**src/rtl/artec_dma_frame_sched.sv**
```systemverilog
// Frame scheduler: issues one write descriptor per enabled channel (round-robin on
// readiness) into the current frame buffer, then a status word, then advances buffers.
module artec_dma_frame_sched #(
    parameter int CH_NUM = 6,
    parameter int FB_NUM = 8,
    localparam int CW = (CH_NUM > 1) ? $clog2(CH_NUM) : 1,
    localparam int FW = $clog2(FB_NUM)
) (
    input  logic                 clk,
    input  logic                 rstn,
    input  logic                 start_i,
    input  logic                 stop_i,
    input  logic                 clear_i,
    input  logic                 stsclr_i,
    input  logic [FB_NUM*32-1:0] fb_addr_i,
    input  logic [31:0]          status_addr_i,
    input  logic [CH_NUM-1:0]    ch_enable_i,
    input  logic [CH_NUM*32-1:0] ch_offset_i,
    input  logic [CH_NUM*32-1:0] ch_size_i,
    input  logic [CH_NUM-1:0]    ch_req_i,
    output logic                 desc_valid_o,
    input  logic                 desc_ready_i,
    output logic [31:0]          desc_addr_o,
    output logic [31:0]          desc_len_o,
    output logic [CW-1:0]        desc_ch_o,
    input  logic                 done_i,
    output logic                 stat_valid_o,
    input  logic                 stat_ready_i,
    output logic [31:0]          stat_addr_o,
    output logic [31:0]          stat_data_o,
    output logic                 busy_o,
    output logic                 stop_o,
    output logic [31:0]          frame_number_o,
    output logic [FB_NUM-1:0]    frame_status_o
);

    localparam int unsigned CHN = CH_NUM;
    localparam int unsigned FBN = FB_NUM;

    typedef enum logic [2:0] {S_IDLE, S_ARB, S_ISSUE, S_WAIT, S_STATUS} state_t;

    state_t              state_q, state_d;
    logic [CH_NUM-1:0]   pend_q, pend_d;
    logic [CW-1:0]       rr_q, rr_d;
    logic [FW-1:0]       fb_q, fb_d;
    logic                stop_pend_q, stop_pend_d;
    logic                desc_valid_d, stat_valid_d, stop_d;
    logic [31:0]         desc_addr_d, desc_len_d, stat_addr_d, stat_data_d, frame_number_d;
    logic [CW-1:0]       desc_ch_d;
    logic [FB_NUM-1:0]   frame_status_d;
    logic                fs_set;

    logic [31:0]         fb_addr [FB_NUM];
    logic [31:0]         ch_off  [CH_NUM];
    logic [31:0]         ch_size [CH_NUM];
    logic                gnt_found;
    logic [CW-1:0]       gnt_ch;
    logic [CW-1:0]       cand;
    int unsigned         idx;

    always_comb begin
        for (int unsigned i = 0; i < FBN; i++) fb_addr[i] = fb_addr_i[32*i +: 32];
        for (int unsigned i = 0; i < CHN; i++) begin
            ch_off[i]  = ch_offset_i[32*i +: 32];
            ch_size[i] = ch_size_i[32*i +: 32];
        end
    end

    // First pending-and-ready channel searching upward from rr, wrapping at CH_NUM.
    always_comb begin
        gnt_found = 1'b0;
        gnt_ch    = '0;
        cand      = '0;
        idx       = 0;
        for (int unsigned i = 0; i < CHN; i++) begin
            idx = 32'(rr_q) + i;
            if (idx >= CHN) idx = idx - CHN;
            cand = CW'(idx);
            if (!gnt_found && pend_q[cand] && ch_req_i[cand]) begin
                gnt_found = 1'b1;
                gnt_ch    = cand;
            end
        end
    end

    always_comb begin
        state_d        = state_q;
        pend_d         = pend_q;
        rr_d           = rr_q;
        fb_d           = fb_q;
        stop_pend_d    = stop_pend_q;
        desc_valid_d   = desc_valid_o;
        desc_addr_d    = desc_addr_o;
        desc_len_d     = desc_len_o;
        desc_ch_d      = desc_ch_o;
        stat_valid_d   = stat_valid_o;
        stat_addr_d    = stat_addr_o;
        stat_data_d    = stat_data_o;
        frame_number_d = frame_number_o;
        stop_d         = 1'b0;
        fs_set         = 1'b0;

        if (state_q != S_IDLE && stop_i) stop_pend_d = 1'b1;

        unique case (state_q)
            S_IDLE: begin
                if (stop_i) begin
                    stop_d = 1'b1;
                end else if (start_i) begin
                    pend_d  = ch_enable_i;
                    rr_d    = '0;
                    state_d = S_ARB;
                end
            end
            S_ARB: begin
                if (pend_q == '0) begin
                    state_d      = S_STATUS;
                    stat_valid_d = 1'b1;
                    stat_addr_d  = status_addr_i + {{(30-FW){1'b0}}, fb_q, 2'b00};
                    stat_data_d  = {frame_number_o[23:0], {(8-FW){1'b0}}, fb_q};
                end else if (gnt_found) begin
                    pend_d[gnt_ch] = 1'b0;
                    rr_d = (gnt_ch == CW'(CHN - 1)) ? '0 : gnt_ch + 1'b1;
                    if (ch_size[gnt_ch] != '0) begin
                        state_d      = S_ISSUE;
                        desc_valid_d = 1'b1;
                        desc_addr_d  = fb_addr[fb_q] + ch_off[gnt_ch];
                        desc_len_d   = ch_size[gnt_ch];
                        desc_ch_d    = gnt_ch;
                    end
                end
            end
            S_ISSUE: begin
                if (desc_ready_i) begin
                    desc_valid_d = 1'b0;
                    state_d      = S_WAIT;
                end
            end
            S_WAIT: begin
                if (done_i) state_d = S_ARB;
            end
            S_STATUS: begin
                if (stat_ready_i) begin
                    stat_valid_d   = 1'b0;
                    frame_number_d = frame_number_o + 32'd1;
                    fs_set         = 1'b1;
                    fb_d           = fb_q + 1'b1;
                    if (stop_pend_q || stop_i) begin
                        state_d     = S_IDLE;
                        stop_d      = 1'b1;
                        stop_pend_d = 1'b0;
                    end else begin
                        pend_d  = ch_enable_i;
                        rr_d    = '0;
                        state_d = S_ARB;
                    end
                end
            end
            default: state_d = S_IDLE;
        endcase

        frame_status_d = frame_status_o;
        if (stsclr_i) frame_status_d = '0;
        if (fs_set) frame_status_d[fb_q] = 1'b1;

        if (clear_i) begin
            state_d        = S_IDLE;
            pend_d         = '0;
            rr_d           = '0;
            fb_d           = '0;
            stop_pend_d    = 1'b0;
            desc_valid_d   = 1'b0;
            stat_valid_d   = 1'b0;
            stop_d         = 1'b0;
            frame_number_d = '0;
            frame_status_d = '0;
        end
    end

    always_ff @(posedge clk or negedge rstn) begin
        if (!rstn) begin
            state_q        <= S_IDLE;
            pend_q         <= '0;
            rr_q           <= '0;
            fb_q           <= '0;
            stop_pend_q    <= 1'b0;
            desc_valid_o   <= 1'b0;
            desc_addr_o    <= '0;
            desc_len_o     <= '0;
            desc_ch_o      <= '0;
            stat_valid_o   <= 1'b0;
            stat_addr_o    <= '0;
            stat_data_o    <= '0;
            busy_o         <= 1'b0;
            stop_o         <= 1'b0;
            frame_number_o <= '0;
            frame_status_o <= '0;
        end else begin
            state_q        <= state_d;
            pend_q         <= pend_d;
            rr_q           <= rr_d;
            fb_q           <= fb_d;
            stop_pend_q    <= stop_pend_d;
            desc_valid_o   <= desc_valid_d;
            desc_addr_o    <= desc_addr_d;
            desc_len_o     <= desc_len_d;
            desc_ch_o      <= desc_ch_d;
            stat_valid_o   <= stat_valid_d;
            stat_addr_o    <= stat_addr_d;
            stat_data_o    <= stat_data_d;
            busy_o         <= (state_d != S_IDLE);
            stop_o         <= stop_d;
            frame_number_o <= frame_number_d;
            frame_status_o <= frame_status_d;
        end
    end

endmodule

```
**config.mk**
```make
export PLATFORM = sky130hd
export DESIGN_NAME = artec_dma_frame_sched
export DESIGN_NICKNAME = d
export VERILOG_FILES = /design/src/rtl/artec_dma_frame_sched.sv
export SDC_FILE = /design/constraint.sdc
export NUM_CORES = 1
export LEC_CHECK = 0
export CAP_MARGIN = 30
export CORE_AREA = 4 4 338 340
export DETAILED_ROUTE_END_ITERATION = 10
export DIE_AREA = 0 0 342 344
export MAX_ROUTING_LAYER = met4
export SYNTH_ARGS = -nofsm -noshare
export SYNTH_HDL_FRONTEND = slang
export SYNTH_SLANG_ARGS = --single-unit
export TNS_END_PERCENT = 20
```
**constraint.sdc**
```tcl
create_clock -name clk -period 7.5 [get_ports clk]
set_input_delay 1.5 -clock clk [delete_from_list [all_inputs] [get_ports clk]]
set_output_delay 1.5 -clock clk [all_outputs]
set_load 0.03 [all_outputs]
```
## Yosys cells after proc, flatten, opt, wreduce, memory -nomap -nowiden

Index checks and enable logic that the tools add are counted.

| storage, ports and cells | value |
|---|---|
| output and inout bits | 175 |
| flip-flop bits (word level) | 186 |

| cells by class | value |
|---|---|
| equality and inequality tests | 14 |
| bitwise gates (word level) | 6 |
| $lt $le $gt $ge | 18 |
| add/subtract/negate cells | 16 |
| reductions and logical operators | 36 |
| muxes and demuxes | 114 |

Operators with widths:

| cell | number |
|---|---|
| binary-select mux 32 bit (select 3 bit) | 3 |
| two-way mux 32 bit | 9 |
| two-way mux 3 bit | 32 |
| two-way mux 6 bit | 7 |
| two-way mux 1 bit | 40 |
| binary-select mux 1 bit (select 3 bit) | 12 |
| adder 32 x 1 -> 32 bit, second input constant | 1 |
| adder 32 bit | 1 |
| adder 32 x 5 -> 32 bit | 1 |
| < comparator 3 x 4 -> 1 bit, second input constant | 8 |
| nonzero test 32 bit | 1 |
| != test 3 bit, second input constant | 9 |
| two-way mux 8 bit | 3 |
| greater-or-equal comparator 4 x 3 -> 1 bit, second input constant | 5 |
| case mux 6 bit (3 select lines) | 1 |
| subtractor 3 bit, second input constant | 6 |
| case mux 3 bit (5 select lines) | 1 |
| logical AND 1 bit | 14 |
| nonzero test 3 bit | 4 |
| case mux 3 bit (3 select lines) | 1 |
| adder 3 x 2 -> 4 bit, second input constant | 2 |
| adder 3 x 3 -> 4 bit, second input constant | 2 |
| greater-or-equal comparator 4 bit, second input constant | 2 |
| NOT 3 -> 4 bit | 2 |
| other kinds (24) | 37 |

## Logic depth before layout (Yosys ltp)

| depth | value |
|---|---|
| depth in word-level cells | 37 |
| gate-level depth with buffers | 36 |
| mapped depth without buffers | 27 |

## Least setup slack after synthesis

OpenSTA, ideal clock, no wires.

| timing | value |
|---|---|
| path type | input port to flip-flop |
| start | in ch_req_i[5] |
| end | reg desc_addr_o[30] |
| slack | -0.875 ns |
| buffers on the path | 6 |
| arrival time | 8.250 ns |
| cell stages on the path | 31 |
| setup time | 0.125 ns |
| cell sequence | nand3b_1 a2111o_1 o211a_2 a21oi_1 or3_4 o211a_1 buf_6 buf_2 buf_2 buf_1 clkbuf_1 buf_2 mux2i_1 nand2_1 nand3_1 o21ai_0 ha_1 fa_1 a21o_1 a21o_1 a2111oi_0 o311a_1 nor2_1 a41o_1 o221a_2 a41o_1 or4_1 a31o_2 a21oi_1 xnor2_1 mux2_2 |

| between the ends | value |
|---|---|
| cells in the longest elaborated chain, start to end | 30 |

RTL lines:

| item | RTL line | text |
|---|---|---|
| start: declaration | 20 | `input logic [CH_NUM-1:0] ch_req_i,` |
| branches (longest 30 deep; another with binary-select mux 1 bit (select 3 bit)) | n/a |  |
| end signal: assignment | 205 | `desc_addr_o <= desc_addr_d;` |
| end: declaration | 23 | `output logic [31:0] desc_addr_o,` |

Several ways; the timed one is not identified. The select of a mux whose other input is x is not followed.
A chain may end at the register's enable or synchronous reset.

## Worst setup path in the final report

| timing | value |
|---|---|
| start | in ch_req_i[1] |
| end | reg desc_addr_o[30] |

The elaborated chain is that of the path after synthesis.

==> reports/results.ini <==
[sta]
hold_ws_ps = 481.7
rsz0062_at_grt = false
hold_viol_final = 0
fin_crit_ps = 7292
period_share_pct = 97.22
finalMaxSlewViolations = 0
fmax_ghz = 0.1371
skew_ps = 23.35
worst_pin_slew_ps = 976.1
setup_viol = 0
relSlewSlack_pct = 34.77

[critical_path]
critPathMaxFanout = 15
endpoint = desc_addr_o[30]
crit_cells = 27
critPathBufInv = 3
cpMaxStageDelayCell = clkdlybuf4s50_1
rrSetupSlack_ps = 500
cp.arrival_ps = 7690
setup.worst_path.start_class = primary input
critical_path.max_stage_delay_ps = 450
startpoint = ch_req_i[1]
path_class = in2reg
worstSetupEndpointType = register
r2r_start = rr_q[1]
critPathTopFamily = compound AO/OA/AOI/OAI gates
cp.required_ps = 7900
r2r_end = desc_addr_o[30]
worstRegToRegCells = 29

[yosys]
synth-seq-cells = 186
synth_flop_cell = dfrtp_1
seq_area_frac_synth_pct = 30.14
ys_warn_count = 0
synth_cell_types = 80
post-synth-top-count-cell = nand2_1
yosys-top-cells-count = 208 x nand2_1, 186 x dfrtp_1, 178 x mux2i_1
synthTopCellsByArea = dfrtp_1 30%, mux2i_1 12%, mux2_2 7.6%, a22oi_1 6.2%, nand2_1 5.1%
synth_edf_count = 0
synth_top_area_share_pct = 30.14
syn_area_per_cell_um2 = 8.809
synth-async-reset-ratio_pct = 100.0
synth_top_area_cell = dfrtp_1
synth_cells = 1753
netlist_area_um2 = 15440

[floorplanning]
pin_count = 868
die_x_um = 342
die_y_um = 344
core.rowCount = 123
start_util_pct = 13.84
dieArea_um2 = 117600
core_um2 = 111600

[final_layout]
layout-drive-gt1-share_pct = 12.25
fillers = 12070
syn_to_final_growth_pct = 76.65
nNetsFinal = 3389

[status]
outcome = complete, no violations

[clock_tree]
numCtsBuffers = 17
cts_max_level = 4
cts.sinks = 186
clock_path_buffers = 2
cts_tree = yes
path_clk_slew_ps = 90
clock-root-buffer = clkbuf_16
clock_latency_ps = 510

[global_routing]
met1_usage_pct = 20.23
grt_use_total_pct = 17.07
grt_pass1_vias = 17720
met2_usage_pct = 29.49
antenna_found_initial = 35
grt-ovfl-total = 0
top_usage_layer = met2
grt_pass1_wl_um = 136500
grt_max_degree = 112
use_met3_pct = 3.955

[placement]
place.gp.congestion = 0.9319
port-buffer-count = 862
dp_hpwl_um = 88240

[routing]
drt_iter0_markers = 1090
ant_nets = 0
avgRoutedWirePerCell_um = 24.66
drt_pass1_iterations = 5
num_vias = 17700
via_per_inst = 4.245
drc = 0
totalWireLength_um = 102800

[job]
max-cap-violations = 0

[power_and_ir_drop]
p_leak_nw = 10.99
powerDensity_nw_per_um2 = 380.0
finalPower_mw = 10.37
ir_drop_uv = 263.9

[min_path]
holdCritPathClass = reg2reg

[where the power goes]
part | internal (mW) | switching, mW | total [mW]
clock network | 0.448 | 0.516 | 0.964
logic | 3.57 | 4.38 | 7.95
registers | 1.29 | 0.171 | 1.46
total | 5.30 | 5.06 | 10.4
[worst reg2reg max path: cells and delay by family (launching register included)]
| family | cells | cell delay (ps) |
|---|---|---|
| flops | 1 | 510 |
| simple gates | 6 | 1610 |
| mux | 1 | 250 |
| fa+ha+maj | 3 | 910 |
| buf+inv | 5 | 820 |
| xor+xnor | 2 | 190 |
| compound gates | 12 | 2600 |
[flip-flops by register name (all words and copies together), names as in the netlist]
register / cells
frame_status_o: 8
stat_valid_o: 1
desc_valid_o: 1
desc_addr_o: 32
desc_ch_o: 3
fb_q: 3
busy_o: 1
state_q: 3
rr_q: 3
stop_pend_q: 1
frame_number_o: 32
stat_data_o: 27
pend_q: 6
desc_len_o: 32
stop_o: 1
stat_addr_o: 32
[timing repair]
action	4_1_cts	5_1_grt
gates resized for setup	0	6
endpoints found under the setup margin	0	2
setup buffers	0	1
hold buffers	0	0
[stage by stage]
stage | util, % | instance area (um^2) | instances | setup TNS, ps | setup WS (ps)
after floorplan | - | 15560 | 1757 | -2.321 | -2.321
after global routing | 24.44 | 27270 | 4167 | 0 | 14.47
after detailed placement | 23.87 | 26640 | 4128 | -877.7 | -372.1
final | 24.45 | 27280 | 4171 | 0 | 208.1
after CTS | 24.39 | 27210 | 4160 | 0 | 215.5
after global placement | 23.85 | 26610 | 4127 | -561.6 | -295.8
[kinds of logic (layout without fill, tap and decap cells)]
kind of cell    Yosys count  after routing  share of synthesized area, %
xor+xnor                 93             93                         5.323
fa+ha+maj                47             47                         3.905
other cells               1             14                       0.02428
flops                   186            186                         30.14
simple gates            549            549                         16.85
compound gates          438            438                         18.84
mux                     298            298                         20.77
buf+inv                 141           1046                         4.140
[final cells by class]
cell class	instances	area (um^2)	area share, %
repair buffers	993	9764	35.79
inverters	21	78.83	0.2890
diodes	9	22.52	0.08256
flip-flops and latches	186	4654	17.06
clock buffers	19	442.9	1.624
well taps	1500	1877	6.880
clock inverters	13	127.6	0.4678
multi-input cells	1430	10310	37.80
[cells in the final DEF (no fill, tap or decap), types with 6 or more instances in the layout]
| cell type | n |
|---|---|
| clkdlybuf4s50_1 | 859 |
| nand2_1 | 207 |
| dfrtp_1 | 186 |
| mux2i_1 | 177 |
| a22oi_1 | 128 |
| buf_4 | 120 |
| nor2_1 | 107 |
| mux2_2 | 104 |
| o21ai_0 | 100 |
| a21oi_1 | 75 |
| nand3_1 | 61 |
| xnor2_1 | 47 |
| xor2_1 | 45 |
| ha_1 | 44 |
| nand4_1 | 41 |
| a21o_1 | 25 |
| nor4_1 | 23 |
| nor3_1 | 23 |
| inv_1 | 20 |
| nor2b_1 | 18 |
| clkbuf_16 | 18 |
| and3_1 | 16 |
| a211oi_1 | 16 |
| mux2_4 | 11 |
| diode_2 | 9 |
| or3_1 | 9 |
| o21a_1 | 9 |
| buf_12 | 9 |
| o211ai_1 | 7 |
| a31oi_1 | 6 |
| o21bai_1 | 6 |
[routing by layer]
layer / vias up / wire length, um
li1: 8304 / -
met3: 100 / 7217
met4: 0 / 2042
met5: - / 0
met2: 773 / 51430
met1: 8527 / 42150
[worst min-delay path by stage]
stage              startpoint  cells past startpoint              to  slack (ps)
2_1_floorplan       pend_q[1]                      2       pend_q[1]         510
3_3_place_gp   desc_len_o[15]                      1  desc_len_o[15]         460
3_5_place_dp   desc_len_o[15]                      1  desc_len_o[15]         470
4_1_cts        desc_len_o[15]                      1  desc_len_o[15]         480
5_1_grt        desc_len_o[15]                      1  desc_len_o[15]         490
6_report       desc_len_o[23]                      1  desc_len_o[23]         480
Note: power is estimated with default switching activity, not from simulation.
